<file path="config.mk">
export PLATFORM = sky130hd
export DESIGN_NAME = cx_dma_burst_splitter
export DESIGN_NICKNAME = d
export VERILOG_FILES = /design/src/rtl/cx_dma_burst_splitter.sv
export SDC_FILE = /design/constraint.sdc
export NUM_CORES = 1
export LEC_CHECK = 0
export BUFFER_PORTS_ARGS = -buffer_cell sky130_fd_sc_hd__buf_2
export CORE_MARGIN = 5
export CORE_UTILIZATION = 50
export CTS_CLUSTER_SIZE = 10
export DETAILED_ROUTE_END_ITERATION = 6
export PLACE_DENSITY = 0.76
export SLEW_MARGIN = 20
export SYNTH_ARGS = -nofsm -noshare
export SYNTH_HDL_FRONTEND = slang
export SYNTH_SLANG_ARGS = --single-unit
</file>
<file path="constraint.sdc">
create_clock -name i_clk -period 5.6 [get_ports i_clk]
set_input_delay 0.28 -clock i_clk [delete_from_list [all_inputs] [get_ports i_clk]]
set_output_delay 0.28 -clock i_clk [all_outputs]
set_load 0.005 [all_outputs]
</file>
<file path="src/rtl/cx_dma_burst_splitter.sv">
// Splits one linear DMA descriptor into AXI-legal INCR bursts. Each burst
// obtains a tracker ID before it is issued on the read or write request port.
module cx_dma_burst_splitter #(
  parameter int ADDR_WIDTH      = 32,
  parameter int LEN_WIDTH       = 24,
  parameter int MEM_DATA_WIDTH  = 64,
  parameter int MAX_BURST_BEATS = 256,
  parameter int BOUNDARY_BYTES  = 4096,
  parameter int TRACK_ID_WIDTH  = 4,
  parameter int MEM_ID_WIDTH    = 6,
  parameter int SIZE_WIDTH      = 3
) (
  input  logic                              i_clk,
  input  logic                              i_rst,
  input  logic                              s_desc_valid,
  output logic                              s_desc_ready,
  input  logic [ADDR_WIDTH+LEN_WIDTH:0]     s_desc_data,
  output logic                              m_alloc_req_valid,
  input  logic                              m_alloc_req_ready,
  output logic [2*ADDR_WIDTH-1:0]           m_alloc_req_data,
  output logic [MEM_ID_WIDTH-1:0]           m_alloc_req_id,
  input  logic                              s_alloc_resp_valid,
  output logic                              s_alloc_resp_ready,
  input  logic [TRACK_ID_WIDTH-1:0]         s_alloc_resp_data,
  input  logic [MEM_ID_WIDTH-1:0]           s_alloc_resp_id,
  output logic                              m_rd_req_valid,
  input  logic                              m_rd_req_ready,
  output logic [2*ADDR_WIDTH+SIZE_WIDTH-1:0] m_rd_req_data,
  output logic [MEM_ID_WIDTH-1:0]           m_rd_req_id,
  output logic                              m_wr_req_valid,
  input  logic                              m_wr_req_ready,
  output logic [2*ADDR_WIDTH+SIZE_WIDTH-1:0] m_wr_req_data,
  output logic [MEM_ID_WIDTH-1:0]           m_wr_req_id,
  output logic                              o_busy,
  output logic                              o_err
);
  localparam int BEAT_BYTES = MEM_DATA_WIDTH / 8;
  localparam int SIZE       = $clog2(BEAT_BYTES);
  localparam int BND_LOG    = $clog2(BOUNDARY_BYTES);
  localparam int AW1        = ADDR_WIDTH + 1;

  typedef enum logic [2:0] {IDLE, CALC, ALLOC, WAIT_ID, ISSUE} state_t;

  state_t                    state_q, state_d;
  logic [ADDR_WIDTH-1:0]     cur_addr_q, cur_addr_d;
  logic [ADDR_WIDTH-1:0]     burst_base_q, burst_base_d;
  logic [ADDR_WIDTH-1:0]     burst_end_q, burst_end_d;
  logic [LEN_WIDTH-1:0]      rem_bytes_q, rem_bytes_d;
  logic [AW1-1:0]            burst_bytes_q, burst_bytes_d;
  logic [TRACK_ID_WIDTH-1:0] tid_q, tid_d;
  logic                      dir_q, dir_d;
  logic                      err_q, err_d;

  logic                      desc_wr, desc_bad;
  logic [ADDR_WIDTH-1:0]     desc_base;
  logic [LEN_WIDTH-1:0]      desc_len;
  logic [AW1-1:0]            desc_sum;
  logic [AW1-1:0]            rem_beats, to_bound, beats, calc_bytes, calc_end;
  logic                      req_ready, issue;
  logic [2*ADDR_WIDTH+SIZE_WIDTH-1:0] req_data;
  logic                      unused_bits;

  assign desc_wr   = s_desc_data[ADDR_WIDTH+LEN_WIDTH];
  assign desc_base = s_desc_data[ADDR_WIDTH+LEN_WIDTH-1:LEN_WIDTH];
  assign desc_len  = s_desc_data[LEN_WIDTH-1:0];
  assign desc_sum  = AW1'(desc_base) + AW1'(desc_len);
  assign desc_bad  = (desc_len == '0) || (|desc_base[SIZE-1:0]) ||
                     (|desc_len[SIZE-1:0]) || desc_sum[ADDR_WIDTH];

  // Burst sizing is done one bit wider than the address so the distance to
  // the boundary (up to BOUNDARY_BYTES itself) never wraps before the min.
  always_comb begin
    rem_beats = AW1'(rem_bytes_q >> SIZE);
    to_bound  = (AW1'(BOUNDARY_BYTES) - AW1'(cur_addr_q[BND_LOG-1:0])) >> SIZE;
    beats     = rem_beats;
    if (beats > AW1'(MAX_BURST_BEATS)) beats = AW1'(MAX_BURST_BEATS);
    if (beats > to_bound)              beats = to_bound;
    calc_bytes = beats << SIZE;
    calc_end   = AW1'(cur_addr_q) + calc_bytes - AW1'(1);
  end

  assign req_ready = dir_q ? m_wr_req_ready : m_rd_req_ready;

  always_comb begin
    state_d       = state_q;
    cur_addr_d    = cur_addr_q;
    rem_bytes_d   = rem_bytes_q;
    dir_d         = dir_q;
    burst_base_d  = burst_base_q;
    burst_end_d   = burst_end_q;
    burst_bytes_d = burst_bytes_q;
    tid_d         = tid_q;
    err_d         = 1'b0;
    case (state_q)
      IDLE: if (s_desc_valid) begin
        if (desc_bad) begin
          err_d = 1'b1;
        end else begin
          cur_addr_d  = desc_base;
          rem_bytes_d = desc_len;
          dir_d       = desc_wr;
          state_d     = CALC;
        end
      end
      CALC: begin
        burst_base_d  = cur_addr_q;
        burst_end_d   = calc_end[ADDR_WIDTH-1:0];
        burst_bytes_d = calc_bytes;
        state_d       = ALLOC;
      end
      ALLOC: if (m_alloc_req_ready) state_d = WAIT_ID;
      WAIT_ID: if (s_alloc_resp_valid) begin
        tid_d   = s_alloc_resp_data;
        state_d = ISSUE;
      end
      ISSUE: if (req_ready) begin
        cur_addr_d  = cur_addr_q + burst_bytes_q[ADDR_WIDTH-1:0];
        rem_bytes_d = rem_bytes_q - LEN_WIDTH'(burst_bytes_q);
        state_d     = (rem_bytes_d == '0) ? IDLE : CALC;
      end
      default: state_d = IDLE;
    endcase
  end

  always_ff @(posedge i_clk) begin
    if (i_rst) begin
      state_q       <= IDLE;
      cur_addr_q    <= '0;
      rem_bytes_q   <= '0;
      dir_q         <= 1'b0;
      burst_base_q  <= '0;
      burst_end_q   <= '0;
      burst_bytes_q <= '0;
      tid_q         <= '0;
      err_q         <= 1'b0;
    end else begin
      state_q       <= state_d;
      cur_addr_q    <= cur_addr_d;
      rem_bytes_q   <= rem_bytes_d;
      dir_q         <= dir_d;
      burst_base_q  <= burst_base_d;
      burst_end_q   <= burst_end_d;
      burst_bytes_q <= burst_bytes_d;
      tid_q         <= tid_d;
      err_q         <= err_d;
    end
  end

  // Outputs decode the registered state; data is zeroed whenever not valid.
  assign issue              = (state_q == ISSUE);
  assign s_desc_ready       = (state_q == IDLE);
  assign s_alloc_resp_ready = (state_q == WAIT_ID);
  assign m_alloc_req_valid  = (state_q == ALLOC);
  assign m_alloc_req_data   = m_alloc_req_valid ? {burst_base_q, burst_end_q} : '0;
  assign m_alloc_req_id     = '0;
  assign req_data           = {burst_base_q, burst_end_q, SIZE_WIDTH'(SIZE)};
  assign m_rd_req_valid     = issue & ~dir_q;
  assign m_wr_req_valid     = issue & dir_q;
  assign m_rd_req_data      = m_rd_req_valid ? req_data : '0;
  assign m_wr_req_data      = m_wr_req_valid ? req_data : '0;
  assign m_rd_req_id        = m_rd_req_valid ? MEM_ID_WIDTH'(tid_q) : '0;
  assign m_wr_req_id        = m_wr_req_valid ? MEM_ID_WIDTH'(tid_q) : '0;
  assign o_busy             = (state_q != IDLE);
  assign o_err              = err_q;

  assign unused_bits = ^{desc_sum[ADDR_WIDTH-1:0], calc_end[ADDR_WIDTH],
                         burst_bytes_q[ADDR_WIDTH], s_alloc_resp_id};
endmodule

</file>
==> summary.txt, run 1 <==
Outcome
  • Status: complete, no violations

Die
  • Top Ports: roughly 300
  • Die height: roughly 170 um
  • Core area: ~0.024 mm^2
  • Die Width: roughly 170 um
  • Initial Util: 0.5114
  • Die area: 0.02828 mm^2
  • Cell Rows: between 50 and 60

Clocking
  • CTS max path bufs: 2
  • CTS H-tree lvls: 4
  • TritonCTS clock tree: yes
  • Clk_lat worst skew: 0.44 ns
  • CTS clock-pin slew for the worst setup and hold paths: 0.07 ns
  • CTS buffer count: 17
  • Sink Count: 150
  • Root Driver: clkbuf_16

Global routing
  • Total gr overflow: 0
  • GRT Util Overall: 0.2717
  • First-pass GRT wire length: roughly 63000 um
  • Pin count of the biggest net entering global routing: 72
  • Initial antenna violation count: 0
  • Vias in the first global route: roughly 12000

Setup path
  • Reg2reg setup slack: 0.13 ns
  • Setup crit start kind: register
  • Setup CP Type: register to register
  • Reg-to-Reg End: burst_end_q[24]
  • Nature of the critical path endpoint: register
  • Launch point of the worst reg-to-reg path: rem_bytes_q[23]
  • R2r worst-path depth: 26
  • Worst Path Arrival: 5.77 ns
  • Crit-path max FO: 5
  • Required @ worst endpoint: slightly below 6 ns

Placement
  • PortBufs: 278
  • GP Congestion: 0.9399
  • Detail Placement HPWL: roughly 31000 um
  • Dpl cells: about 2300

Timing
  • Final hold viol count: 0
  • Final Skew: ~0.012 ns
  • Least-Margin Pin Slew: about 0.94 ns
  • Share of the clock period used by the worst path: 0.9771
  • Hold WS: 0.09834 ns
  • Setup Viol. Count Final: 0
  • Slew margin rel.: 0.3688
  • Maximum operating frequency: 182.8 MHz
  • Final TNS setup: 0 ns
  • Fin. max-slew vios: 0
  • Minimum clock period: 5.472 ns

Power and ir drop
  • Share of power burned in the clock network: 0.413
  • Logic pwr share: 0.186
  • Register share of total power: 0.401
  • Leak pwr: between 7 and 8 nW
  • Internal: roughly 1.9 mW
  • NetSw: just under 0.8 mW
  • Pwr Density: between 150 and 200 mW/mm^2
  • Max VDD drop: between 0.15 and 0.2 mV
  • Sw Ratio: 0.2864

Synthesis
  • Synth Area per Inst: between 7 and 8 um^2
  • Ranking of synthesized cells by area: dfxtp_1 24%, ha_1 13%, and2_1 11%
  • Post-synthesis cell count: about 1700
  • Distinct cells, synth: 73
  • Mapped Area: between 0.01 and 0.015 mm^2
  • Warnings from Yosys: 0
  • Sequential fraction of the synthesis area: 0.2400
  • Post-synth EDFFs: 0
  • Main synth FF type: dfxtp_1
  • Top-area cell type share of the netlist area: 0.2400
  • Ys async rst share: 0
  • Yosys top cell by area: dfxtp_1
  • #FFs+latches synth: 150

Hold path
  • Hold Path Origin: s_alloc_resp_data[1]
  • Hold EP: tid_q[1]
  • Hold-critical path depth: 3
  • HP Class: primary input to register

Detailed routing
  • Antenna viol nets, final: 0
  • WL final: between 40000 and 50000 um
  • DR DRC count: 0
  • Drt wl/cell: between 15 and 20 um
  • Iter 0 DRT Violations: 1003
  • Via count: approximately 13000
  • Via density: 5.606
  • Drt first pass iters: 6

Final layout
  • Layout Cells excl Fill: between 2000 and 2500
  • Area growth syn-to-layout: 22.57%
  • Nets: ~2200
  • Commonest non-fill, non-tap cell in the layout: buf_2
  • Ant diodes: 0
  • Share of cells above drive strength 1: 0.2188
  • Most frequent cells in the layout: 277 x buf_2, 210 x and2_1, 207 x nand2_1

Run
  • Maxcap violations: 0
-- timing repair --
action                                  in CTS  in global routing
endpoints found under the setup margin      12                 20
hold buffers                                 0                  0
gates resized for setup                      6                 52
pin swaps                                    1                 17
buffers inserted                             0                  7
-- cell type report --
cell class                      instances  area, um^2
Clock inverter                         14       122.6
Timing Repair Buffer                  346        1956
Multi-Input combinational cell       1342        8942
Clock buffer                           18       439.2
Fill cell                            2155        9129
Tap cell                              324       405.4
Inverter                              123       461.7
Sequential cell                       150        3007
-- per-stage QoR --
step,setup WS (ns),cell area (um^2),utilization,power [mW]
6_report,0.1281,15330,0.6268,2.685
2_1_floorplan,0.2030,12590,-,1.410
3_5_place_dp,-0.1256,14410,0.5891,1.547
3_3_place_gp,-0.01062,14390,0.5882,1.539
5_1_grt,-0.1432,15330,0.6268,2.792
4_1_cts,0.0007248,15000,0.6134,2.647
-- cell usage after synthesis (4+ instances only) --
master,n
nand2_1,209
o31a_1,4
xor2_1,24
a41oi_1,7
inv_1,123
a211oi_1,26
dfxtp_1,150
mux2_2,6
nor2b_1,13
nor3_1,43
a31oi_1,16
a21oi_1,137
xnor2_1,40
or3_1,9
and2_1,210
or4_1,7
nand2b_1,9
a311oi_1,14
nor2_1,98
o221ai_1,5
or2_2,6
nand3_1,33
o211ai_1,6
nor4_1,17
buf_4,17
a211o_1,4
o31ai_1,5
a21boi_0,5
a21o_1,33
o21a_1,19
and3_1,12
ha_1,133
clkbuf_1,71
nand4_1,14
mux2i_1,8
o21ai_0,83
buf_2,11
nor3b_1,6
-- worst max path at each step --
| stage | start | endpoint | slack [ns] | cells past startpoint |
|---|---|---|---|---|
| after global routing | cur_addr_q[2] | burst_end_q[24] | -0.14 | 27 |
| after global placement | rem_bytes_q[18] | burst_end_q[24] | -0.01 | 26 |
| after detailed placement | rem_bytes_q[18] | burst_end_q[24] | -0.13 | 29 |
| after CTS | cur_addr_q[2] | burst_end_q[24] | 0.0007 | 24 |
| final | rem_bytes_q[23] | burst_end_q[24] | 0.13 | 26 |
| after floorplan | cur_addr_q[2] | burst_end_q[24] | 0.20 | 25 |
-- cells by family after synthesis --
logic type | after synthesis | share of synthesized area
other | 2 | 0.0006003
XOR/XNOR | 64 | 0.04481
AND/OR/NAND/NOR | 698 | 0.2836
flip-flops | 150 | 0.2400
multiplexers | 14 | 0.01180
buffers and inverters | 225 | 0.07431
adder cells (fa/ha/maj) | 136 | 0.1378
AO/OA/AOI/OAI | 406 | 0.2070
-- power groups by stage --
stage | Combinational [mW] | Clock (mW) | Sequential (mW)
3_5_place_dp | 0.447 | 0 | 1.10
5_1_grt | 0.549 | 1.17 | 1.08
3_3_place_gp | 0.438 | 0 | 1.10
2_1_floorplan | 0.312 | 0 | 1.10
4_1_cts | 0.453 | 1.12 | 1.08
6_report | 0.498 | 1.11 | 1.08
-- flip-flops by register name (all words and copies together), names as in the netlist --
register and count:
tid_q 4, o_err 1, dir_q 1, burst_bytes_q 21, state_q 3, cur_addr_q 32, rem_bytes_q 24, burst_base_q 32
burst_end_q 32
-- worst max-delay path, cell delays in order (launching register included) --
cell and delay [ns]:
dfxtp_1 0.35, nor4_2 0.37, nand3_4 0.15, a21oi_4 0.21
nand2_2 0.09, inv_2 0.06, ha_1 0.22, nor2b_1 0.14
o21a_1 0.17, o21a_1 0.16, o21a_1 0.16, o21a_1 0.18
o21ai_2 0.17, a211o_4 0.19, buf_6 0.10, mux2_4 0.32
ha_4 0.27, inv_1 0.04, ha_2 0.18, a211o_1 0.29
o311a_1 0.36, o21a_1 0.23, o2111ai_2 0.24, a31oi_2 0.14
a221oi_2 0.32, xor2_1 0.17, o21ai_1 0.07
-- metal layers --
layer / part of all wire / vias up / global-route usage
met3: 0.076 / 73 / 0.03986
met2: 0.47 / 518 / 0.4546
li1: - / 6412 / -
met4: 0.027 / 0 / 0.08716
met5: 0 / - / 0
met1: 0.43 / 5987 / 0.3616
(Power assumes the default switching activity.)
==> run 2: changes to the inputs <==
--- a/config.mk
+++ b/config.mk
@@ -6,11 +6,11 @@
 export NUM_CORES = 1
 export LEC_CHECK = 0
 export BUFFER_PORTS_ARGS = -buffer_cell sky130_fd_sc_hd__buf_2
-export CORE_MARGIN = 5
-export CORE_UTILIZATION = 50
+export CORE_MARGIN = 3
+export CORE_UTILIZATION = 45
 export CTS_CLUSTER_SIZE = 10
 export DETAILED_ROUTE_END_ITERATION = 6
-export PLACE_DENSITY = 0.76
+export PLACE_DENSITY = 0.69
 export SLEW_MARGIN = 20
 export SYNTH_ARGS = -nofsm -noshare
 export SYNTH_HDL_FRONTEND = slang
==> run 2 against run 1 <==
  * Critical path depth shrank 1
  * Wire length is 2.3% lower
  * Clock power increased by 5%
  * Utilization fell by 5.6 points
  * Combinational power rose by 2%
  * Total power rose by 2.6%
  * Sequential cell count stayed put
  * Setup slack better by 0.063 ns
  * Die area grew 5.5%
  * Clock-buffer cell count is 3 higher
  * Final area rose by 0.88%
  * Critical path type unchanged
==> summary.txt, run 2 (synthesized netlist as in run 1, its figures left out) <==
Outcome
  • Status: complete, no violations

Timing
  • Minimum clock period: ~5.4 ns
  • Fin. max-slew vios: 0
  • Share of the clock period used by the worst path: 0.9659
  • Maximum operating frequency: between 150 and 200 MHz
  • Setup slack after layout: 0.1909 ns
  • Final hold viol count: 0
  • Final Skew: between 0.008 and 0.009 ns
  • Slew margin rel.: 0.2638
  • Least-Margin Pin Slew: around 1.1 ns
  • Setup Viol. Count Final: 0

Final layout
  • Reg area: between 0.003 and 0.004 mm^2
  • Share of cells above drive strength 1: 0.2223
  • Nets: roughly 2200
  • Util after Layout: 0.5708
  • Largest regs: burst_base_q x32, burst_end_q x32, cur_addr_q x32
  • Layout Cells excl Fill: 2378
  • Multi-input logic area: 0.008899 mm^2
  • Ant diodes: 0
  • Area growth syn-to-layout: 23.65%
  • Commonest non-fill, non-tap cell in the layout: buf_2
  • Most frequent cells in the layout: 277 x buf_2, 210 x and2_1, 207 x nand2_1
  • Fillers: roughly 2600

Clocking
  • Root Driver: clkbuf_16
  • CTS clock-pin slew for the worst setup and hold paths: roughly 0.060 ns
  • Clk_lat worst skew: 0.43 ns
  • CTS max path bufs: 2
  • CTS H-tree lvls: 4
  • CTS buffer count: 17
  • TritonCTS clock tree: yes
  • Sink Count: 150

Global routing
  • Initial antenna violation count: 0
  • Grt peak-use layer: met2
  • Met3 GRT Util: 0.04853
  • First-pass GRT wire length: between 60000 and 70000 um
  • GRT Util Overall: 0.2541
  • Vias in the first global route: 11759
  • M2 GR Usage: 0.4148
  • GR Layer Usage met1: 0.3402
  • Pin count of the biggest net entering global routing: 82
  • Total gr overflow: 0

Die
  • Die area: 0.02984 mm^2
  • Die height: 172.7 um
  • Cell Rows: 60
  • Initial Util: 0.4616
  • Die Width: about 170 um
  • Top Ports: between 200 and 300
  • Core area: 0.02710 mm^2

Setup path
  • CP max stage delay: roughly 0.38 ns
  • Nature of the critical path endpoint: register
  • CP most frequent cell: o21a_1
  • Worst Path Arrival: 5.72 ns
  • Setup crit start kind: register
  • Setup CP Type: register to register
  • Crit-path max FO: 5
  • Reg2reg setup slack: ~0.19 ns
  • Crit-path slowest cell: nor4_1
  • Required @ worst endpoint: roughly 5.9 ns

Placement
  • Dpl cells: 2338
  • Pre-CTS WS: -0.06250 ns
  • Detail Placement HPWL: about 30000 um
  • GP Congestion: slightly above 0.9
  • PortBufs: ~280

Detailed routing
  • WL final: 39570 um
  • Antenna viol nets, final: 0
  • Via count: ~13000
  • Drt first pass iters: 5
  • Via density: ~5.3
  • Iter 0 DRT Violations: between 800 and 900
  • Drt wl/cell: ~17 um
  • DR DRC count: 0

Power and ir drop
  • Max VDD drop: around 0.16 mV
  • Leak pwr: 7.426 nW
  • Pwr Density: 178.1 mW/mm^2

Run
  • Maxcap violations: 0

Hold path
  • HP Class: primary input to register
run 2: timing repair:
action | CTS | global route
gates resized for setup | 2 | 48
pin swaps | 1 | 16
setup buffers | 0 | 9
setup endpoints to repair | 5 | 20
hold buffers | 0 | 0
run 2: final cells by class:
type / instances / area share
timing repair buffer: 360 / 0.1314
clock buffer: 21 / 0.03106
inverter: 123 / 0.02985
sequential: 150 / 0.1944
multi-input combinational: 1342 / 0.5753
clock inverter: 10 / 0.007927
tap: 372 / 0.03009
run 2: power by group:
| group | switching [mW] | internal, mW | leakage, nW |
|---|---|---|---|
| registers | 0.00556 | 1.07 | 1.21 |
| clock network | 0.469 | 0.702 | 0.287 |
| logic | 0.277 | 0.229 | 5.93 |
run 2: final timing paths:
| kind | start | end | depth (start not counted) |
|---|---|---|---|
| max | rem_bytes_q[7] | burst_end_q[24] | 25 |
| min reg2reg | rem_bytes_q[1] | rem_bytes_q[1] | 1 |
| max reg2reg | rem_bytes_q[7] | burst_end_q[24] | 25 |
| min | s_alloc_resp_data[1] | tid_q[1] | 3 |
run 2: per-layer routing:
metal,vias to the layer above,part of all wire
met5,-,0
met1,5786,0.46
met3,61,0.067
met4,0,0.025
li1,6436,-
met2,432,0.45
run 2: metrics by stage:
step	TNS, ns	total power, mW	instance area (um^2)	hold WS (ns)
after detailed placement	-0.08922	1.563	14570	0.4477
after CTS	0	2.735	15180	0.08759
after global placement	-0.03088	1.556	14550	0.4443
after global routing	-0.3979	2.874	15470	0.09740
final	0	2.755	15470	0.09793
after floorplan	0	1.410	12590	0.4141
run 2: worst max-delay path: cells and delay by family, from the launching register on:
kind / cells / cell delay [ns]
AOI/OAI and AO/OA: 14 / 2.86
buffers and inverters: 2 / 0.15
xor gates and xnor gates: 1 / 0.16
DFF: 1 / 0.31
muxes: 1 / 0.31
adders and majority gates: 3 / 0.70
and+or+nand+nor: 4 / 0.77
